## config.mk

```make
export PLATFORM = sky130hd
export DESIGN_NAME = sync_up_down_counter
export DESIGN_NICKNAME = d
export VERILOG_FILES = /design/src/rtl/sync_up_down_counter.sv
export SDC_FILE = /design/constraint.sdc
export NUM_CORES = 1
export LEC_CHECK = 0
export BUFFER_PORTS_ARGS = -buffer_cell sky130_fd_sc_hd__buf_2
export CAP_MARGIN = 20
export CELL_PAD_IN_SITES_DETAIL_PLACEMENT = 0
export CELL_PAD_IN_SITES_GLOBAL_PLACEMENT = 1
export CORE_AREA = 2 2 39 41
export DETAILED_ROUTE_END_ITERATION = 8
export DIE_AREA = 0 0 41 43
export PLACE_DENSITY_LB_ADDON = 0.2
export SETUP_SLACK_MARGIN = 0.1
export SLEW_MARGIN = 10
export SYNTH_ARGS = -nofsm -noshare
export SYNTH_HDL_FRONTEND = slang
export SYNTH_SLANG_ARGS = --single-unit
```

## constraint.sdc

```tcl
create_clock -name CLK -period 2.1 [get_ports CLK]
set_clock_uncertainty 0.15 [all_clocks]
set_input_delay 0.21 -clock CLK [delete_from_list [all_inputs] [get_ports CLK]]
set_output_delay 0.21 -clock CLK [all_outputs]
set_load 0.01 [all_outputs]
```

## src/rtl/sync_up_down_counter.sv

```systemverilog
// sync_up_down_counter
//
// Synchronous up/down counter with parallel load, programmable modulus
// (count range 0..MAX), wrap or saturate behaviour at the bounds, a
// combinational terminal-count flag and a registered carry/borrow pulse.
// Every bit of Out changes on the same CLK edge, so downstream logic never
// sees ripple glitches.
//
// Parameters
//   WIDTH    counter width in bits (2..16)
//   MAX      top of the count range, 1..2**WIDTH-1
//   SATURATE 0 = wrap at the bounds, 1 = hold at the bounds
//
// Ports
//   CLK   in   1      sole clock, rising edge
//   RST   in   1      asynchronous, active-high reset (clears Out and CO)
//   EN    in   1      count enable
//   UP    in   1      direction: 1 = increment, 0 = decrement
//   LOAD  in   1      synchronous parallel load, overrides EN
//   D     in   WIDTH  load value, clamped to MAX
//   Out   out  WIDTH  registered count
//   TC    out  1      terminal count: at MAX counting up, or at 0 counting down
//   CO    out  1      one-cycle pulse after each wrap edge
module sync_up_down_counter #(
  parameter int unsigned WIDTH    = 4,
  parameter int unsigned MAX      = (2 ** WIDTH) - 1,
  parameter bit          SATURATE = 1'b0
) (
  input  logic             CLK,
  input  logic             RST,
  input  logic             EN,
  input  logic             UP,
  input  logic             LOAD,
  input  logic [WIDTH-1:0] D,
  output logic [WIDTH-1:0] Out,
  output logic             TC,
  output logic             CO
);

  localparam logic [WIDTH-1:0] MAX_V = WIDTH'(MAX);
  localparam logic [WIDTH-1:0] ONE_V = WIDTH'(1);

  // Reject unsupported parameter combinations at elaboration time.
  if (WIDTH < 2 || WIDTH > 16) begin : g_bad_width
    $error("sync_up_down_counter: WIDTH must be in 2..16");
  end
  if (MAX < 1 || MAX > (2 ** WIDTH) - 1) begin : g_bad_max
    $error("sync_up_down_counter: MAX must be in 1..2**WIDTH-1");
  end

  logic [WIDTH-1:0] out_q, out_d;
  logic             co_q, co_d;
  logic             at_max, at_zero;

  assign at_max  = (out_q == MAX_V);
  assign at_zero = (out_q == '0);

  // Next-state logic. Priority: LOAD > EN > hold. The result never exceeds
  // MAX: loads are clamped and increments only happen below MAX.
  always_comb begin
    // NOTE: defaults first so every path assigns every output; a missing
    // branch would otherwise infer a latch.
    out_d = out_q;
    co_d  = 1'b0;
    if (LOAD) begin
      out_d = (D > MAX_V) ? MAX_V : D;
    end else if (EN) begin
      if (UP) begin
        if (!at_max) begin
          out_d = out_q + ONE_V;
        end else if (!SATURATE) begin
          out_d = '0;
          co_d  = 1'b1;
        end
      end else begin
        if (!at_zero) begin
          out_d = out_q - ONE_V;
        end else if (!SATURATE) begin
          out_d = MAX_V;
          co_d  = 1'b1;
        end
      end
    end
  end

  always_ff @(posedge CLK or posedge RST) begin
    // NOTE: non-blocking assignments for registered state, so every flop
    // samples the pre-edge value regardless of statement order.
    if (RST) begin
      out_q <= '0;
      co_q  <= 1'b0;
    end else begin
      out_q <= out_d;
      co_q  <= co_d;
    end
  end

  assign Out = out_q;
  assign CO  = co_q;
  // TC follows UP combinationally, so a direction change is flagged at once.
  assign TC  = UP ? at_max : at_zero;

endmodule

```

After elaboration in Yosys (flattened, before gate mapping):

Cells that the tools add are included.

* register bits after elaboration: 5
* bits of input ports: 9
* output and inout bits: 6
* word-level logic and storage cells: 20

* $add $sub $neg: 2
* magnitude comparators: 1
* equal/unequal tests: 1
* mux-type cells: 12
* reduce and logical (&&, ||, !) cells: 2

Operators by type and width (count)
* 2-to-1 mux 4 bit: 6
* 2-to-1 mux 1 bit: 6
* adder 4 x 1 -> 4 bit (second input constant): 1
* equality test 4 bit (second input constant): 1
* > comparator 4 bit (second input constant): 1
* zero test 4 bit: 1
* subtractor 4 x 1 -> 4 bit (second input constant): 1
* nonzero test 2 bit: 1

Logic depth before layout (Yosys ltp):

Gate-level depths: netlist (run 1).

* depth in word-level cells: 5
* gate-level depth with buffers: 6
* depth with buffers taken out: 6

Worst setup path before layout (run 1):

Ideal clock, no wire load.

* path type: flip-flop to flip-flop
* start: register out_q[2] (netlist: Out[2])
* end: register out_q[3] (netlist: Out[3])
* setup time: 0.128 ns
* arrival time: 1.256 ns
* data required time: 1.822 ns
* setup slack: 0.566 ns
* cell stages (with the launch flop): 5
* buffers on the path: 1
* period minus slack after synthesis: 1.534 ns
* cell sequence: dfrtp_1 > clkbuf_2 > or3_1 > a221oi_2 > o31ai_1

* longest elaborated chain between the ends: 5
* elaborated cells between the ends (all ways): 9
* classes of those cells: 2 x add/sub; 1 x eq/ne; 5 x mux; 1 x reduce/logical

Ends and longest elaborated chain
* start, declared: line 51 `logic [WIDTH-1:0] out_q, out_d;`
* start signal, assigned: line 93 `out_q <= out_d;`
* subtractor 4 x 1 -> 4 bit (tied with other cells): line 77 `out_d = out_q - ONE_V;`
* 2-to-1 mux 4 bit, on equally long branches: line 76, 69
* 2-to-1 mux 4 bit *: line 68 `if (UP) begin`
* 2-to-1 mux 4 bit *: line 67 `end else if (EN) begin`
* 2-to-1 mux 4 bit *: line 65 `if (LOAD) begin`

Mark *: on every way between the ends. The rest lies on a longest branch, timed or not. The select of a mux whose other input is x is not followed.
A chain may end at the register's enable or synchronous reset.

Worst setup path after layout (run 1):

* start: register out_q[0] (netlist: Out[0])
* end: output port TC

* longest elaborated chain between the ends: 2
* elaborated cells between the ends (all ways): 3
* classes of those cells: 1 x eq/ne; 1 x mux; 1 x reduce/logical

Ends and longest elaborated chain
* equality test 4 bit / zero test 4 bit (equally long branches): line 55, 56
* 2-to-1 mux 1 bit *: line 101 `assign TC = UP ? at_max : at_zero;`
* end, declared: line 36 `output logic TC,`

Mark *: on every way between the ends. The rest lies on a longest branch, timed or not.

==> metrics.yaml, run 1 <==
run_status: "completed"
grt_max_degree: 10
fp.dieW_um: 41
ys_ff_latch: 5
setup_viol: 0
start_kind: "flip-flop"
gp_congestion: 0.663
slew_violations: 0
htreeDepth: 1
ys_seq_area_share_pct: 35.2
crit_arrival_ns: 1.43
drc_errors: 0
clkTransAtPathRegs_ns: 0.05
dp_hpwl_um: 606
die_area_um2: 1760
wirelength_um: 753
core_area_um2: 1380
r2r_slack_ns: 0.61
worstRegToRegCells: 5
yosys-top-cells-area: "dfrtp_1 (35%), xnor2_1 (7.4%), ha_1 (7.0%)"
irDropWorstVdd_uv: 272
grt_pass1_wl_um: 1350
hold_depth: 3
cts.path.max_buffers: 2
syn_inst: 41
antenna_found_initial: 0
cts_setup_buffers: 0
crit_required_ns: 1.74
layout_commonest_cell: "buf_2"
critPathCapture: "TC"
drive_gt1_share_pct: 31.0
area_growth_pct: 33.1
grt_overflow_total: 0
finalSetupTns_ns: 0
cp-startpoint: "Out[0]"
vias: 339
first_pass_iters: 1
maxCapViolCount: 0
fmax_mhz: 560
drt_iter0_drc: 0
synth_nets: 52
final_cell_mix: "buf_2 (14), dfrtp_1 (5), nand2_1 (5)"
cts.sinks: 5
yosysUniqueCellTypes: 22
antennaDiodeCount: 0
worstHoldPathType: "in -> reg"
r2r_end: "Out[3]"
power.total_w: 0.000333
maxSlewHeadroom_pct: 82.8
grt_pass1_vias: 304
fin_nets: 70
cp_max_fo: 8
final.min_clock_period_ns: 1.79
ctsRootBufferMaster: "clkbuf_4"
ys_warn_count: 0
powerDensity_nw_per_um2: 703
routedWlPerCell_um: 10.2
grt_usage_pct: 11.8
synth_top_area_cell: "dfrtp_1"
vias_per_cell: 4.58
min_period_over_period_pct: 85.1
synth_area_um2: 355
hold_violations: 0
rsz0062_at_grt: "false"
tightest_slew_ns: 0.256
critPathKind: "reg -> out"
clk_latency_ns: 0.24
numPortBuffers: 14
start_util_pct: 25.7
yosys.area.top_type_share_pct: 35.2
rows: 14
numCtsBuffers: 3
io_pins: 15
syn_avg_cell_area_um2: 8.67
ctsResizeCount: 0
ant_nets: 0
die_h_um: 43
r2r-start: "Out[0]"
cts_tree: "built"
cp-end-kind: "output port"
leakage_nw: 0.231
## metal layers
layer  up-vias  share of wire (%)  wire length [um]  global-route usage [%]
met4         0               0.66                 5                    4.00
met2        11                 45               342                    15.0
met1       148                 45               340                    15.5
li1        178                  -                 -                       -
met3         2                8.6                65                    7.85
met5         -                  0                 0                       0
## cells by family (layout without fill, tap and decap cells)
logic type / count (synthesis) / after routing / share of synthesized area [%]
buf+inv: 5 / 22 / 5.63
mux: 1 / 1 / 2.82
flops: 5 / 5 / 35.2
xor+xnor: 3 / 3 / 7.40
fa+ha+maj: 2 / 2 / 7.04
simple gates: 13 / 13 / 18.7
compound gates: 12 / 12 / 23.2
## state kept, by name, indices dropped and copies added, names as in the netlist
register,flops
CO,1
Out,4
## cell usage after synthesis (all sizes together)
cell,count
nand2,5
o31ai,2
nor2b,1
ha,2
clkbuf,2
xnor2,3
nand2b,2
inv,3
nor2,1
nand3,1
nor3b,1
a21oi,2
o21bai,1
mux2i,1
a21boi,1
a21o,1
nand4,1
or3,1
a221oi,1
o21ai,4
dfrtp,5
## stage by stage
step,worst slack (ns),hold slack (ns),instance area [um^2],cells,util (%)
3_5_place_dp,0.529,-0.0242,437,69,31.6
3_3_place_gp,0.557,-0.0190,437,69,31.6
4_1_cts,0.276,0.0168,473,74,34.2
2_1_floorplan,0.566,-0.161,355,41,-
5_1_grt,0.172,0.0463,473,74,34.2
6_report,0.314,0.0191,473,74,34.2
## timing repair
| item | CTS | global route |
|---|---|---|
| setup endpoints to repair | 0 | 0 |
| endpoints found under the hold margin | 5 | 0 |
| hold buffers | 1 | 0 |
## critical path: stages (launching register included)
cell and delay (ns):
dfrtp_1 0.45, inv_1 0.09, ha_1 0.16, nand2b_1 0.07, o31ai_1 0.24, buf_2 0.18
## power by group
group,switching (W),total [W],internal (W)
Combinational,0.0000440,0.0000927,0.0000488
Sequential,0.0000213,0.000129,0.000107
Clock,0.0000393,0.000111,0.0000719
Total,0.000105,0.000333,0.000228
## worst min-delay path by stage
stage                     from      to  slack [ns]
after floorplan            RST      CO       -0.16
after global placement     RST      CO       -0.02
after detailed placement   RST  Out[2]       -0.02
after CTS                 D[2]  Out[2]        0.02
after global routing      D[0]  Out[0]        0.05
final                     D[2]  Out[2]        0.02
## layout make-up
class | count | area [um^2]
clock buffer | 4 | 26.3
tap | 16 | 20.0
inverter | 3 | 11.3
timing repair buffer | 15 | 80.1
multi-input combinational | 31 | 210
sequential | 5 | 125
fill | 170 | 911
(Power assumes the default switching activity.)
==> run 2, diff against run 1 <==
- CTS_BUF_LIST: default -> sky130_fd_sc_hd__clkbuf_16
==> run 2 against run 1 <==
Die area is the same. Cell area grew 11%. Routed wire length grew 4.8%. Hold slack gained 0.017 ns. Register-to-register slack is essentially flat. Cell count is the same. Via count grew 0.88%. Fmax is essentially flat. Clock-buffer cell count shrank 1. Clock power grew to 2.8 times the previous value. Critical endpoint unchanged. Largest cell class unchanged. Highest routed layer is now met3.
==> metrics.yaml, run 2 (synthesis gave the netlist of run 1 again) <==
hold_violations: 0
crit_arrival_ns: 1.43
final_area_um2: 526
critical_path.top_delay_family: "flip-flops"
tightest_slew_ns: 0.262
ant_nets: 0
crit_path_cell_trace: "inv_1 -> ha_1 -> nand2b_1 -> o31ai_1 -> buf_2"
wirelength_um: 789
rsz0062_at_grt: "false"
gp_congestion: 0.663
crit_required_ns: 1.74
cts_tree: "built"
irDropWorstVdd_uv: 668
grt_pass1_vias: 320
start_util_pct: 25.7
min_period_over_period_pct: 85.1
die_area_um2: 1760
cp_max_fo: 8
final.min_clock_period_ns: 1.79
clkTransAtPathRegs_ns: 0.03
worstHoldStart: "D[2]"
die_h_um: 43
fillers: 162
maxSlewHeadroom_pct: 82.4
dp_hpwl_um: 606
ctsResizeCount: 0
fmax_mhz: 559
numPortBuffers: 14
postPlaceCellArea_um2: 437
routedWlPerCell_um: 10.7
cp-end-kind: "output port"
rows: 14
final_cell_mix: "buf_2 (14), dfrtp_1 (5), nand2_1 (5)"
worstHoldPathType: "in -> reg"
grt_pass1_wl_um: 1370
finalSetupTns_ns: 0
run_status: "completed"
antenna_found_initial: 0
cts.sinks: 5
largest_reg_flops: 4
r2r-start: "Out[1]"
vias: 342
grt_overflow_total: 0
grt_max_degree: 10
drive_gt1_share_pct: 31.0
area_growth_pct: 47.9
core_area_um2: 1380
cts.path.max_buffers: 2
numCtsBuffers: 3
first_pass_iters: 4
fp.dieW_um: 41
slowest_delay_ns: 0.45
ctsRootBufferMaster: "clkbuf_16"
maxCapViolCount: 0
clk_latency_ns: 0.22
holdBufCountCts: 1
cts_setup_buffers: 0
antennaDiodeCount: 0
layout_commonest_cell: "buf_2"
start_kind: "flip-flop"
grt_usage_pct: 11.9
critPathKind: "reg -> out"
htreeDepth: 1
leakage_nw: 0.258
cp_slowest_cell: "dfrtp_1"
io_pins: 15
vias_per_cell: 4.62
slew_violations: 0
powerDensity_nw_per_um2: 1010
setup_viol: 0
drc_errors: 0
fin_nets: 70
cp-startpoint: "Out[0]"
drt_iter0_drc: 7
cp_num_buf_inv: 2
run 2: worst paths after layout:
check	end	slack, ns	cells after the start
max	TC	0.31	5
min	Out[2]	0.04	3
max reg2reg	Out[3]	0.60	3
min reg2reg	Out[0]	0.58	2
max in group asynchronous	Out[1]	1.35	3
min in group asynchronous	Out[2]	0.28	3
run 2: layout make-up:
| type | count | area [um^2] | area share (%) |
|---|---|---|---|
| Clock buffer | 3 | 75.1 | 14.3 |
| Clock inverter | 1 | 3.75 | 0.714 |
| Inverter | 3 | 11.3 | 2.14 |
| Multi-Input combinational cell | 31 | 210 | 40.0 |
| Sequential cell | 5 | 125 | 23.8 |
| Tap cell | 16 | 20.0 | 3.81 |
| Timing Repair Buffer | 15 | 80.1 | 15.2 |
run 2: routing by layer:
metal	part of all wire, %	up-vias	global-route usage (%)
li1	-	177	-
met1	48	154	15.2
met2	44	11	15.6
met3	8.1	0	7.85
met4	0	0	4.00
met5	0	-	0
run 2: where the power goes:
part | internal (W) | switching [W]
clock network | 0.000247 | 0.0000611
logic | 0.0000488 | 0.0000444
registers | 0.000108 | 0.0000224
run 2: through the flow:
stage	cells	hold slack, ns	utilization (%)	setup WS (ns)	power, W
after floorplan	41	-0.161	-	0.566	0.000193
after global placement	69	-0.0190	31.6	0.557	0.000226
after detailed placement	69	-0.0242	31.6	0.529	0.000224
after CTS	74	0.0368	38.0	0.292	0.000537
after global routing	74	0.0750	38.0	0.194	0.000566
final	74	0.0366	38.0	0.312	0.000531
run 2: worst reg2reg max path: cells and delay by family (launching register included):
| kind | cells | cell delay (ns) |
|---|---|---|
| AO/OA/AOI/OAI | 2 | 0.37 |
| AND/OR/NAND/NOR | 1 | 0.41 |
| flip-flops | 1 | 0.45 |
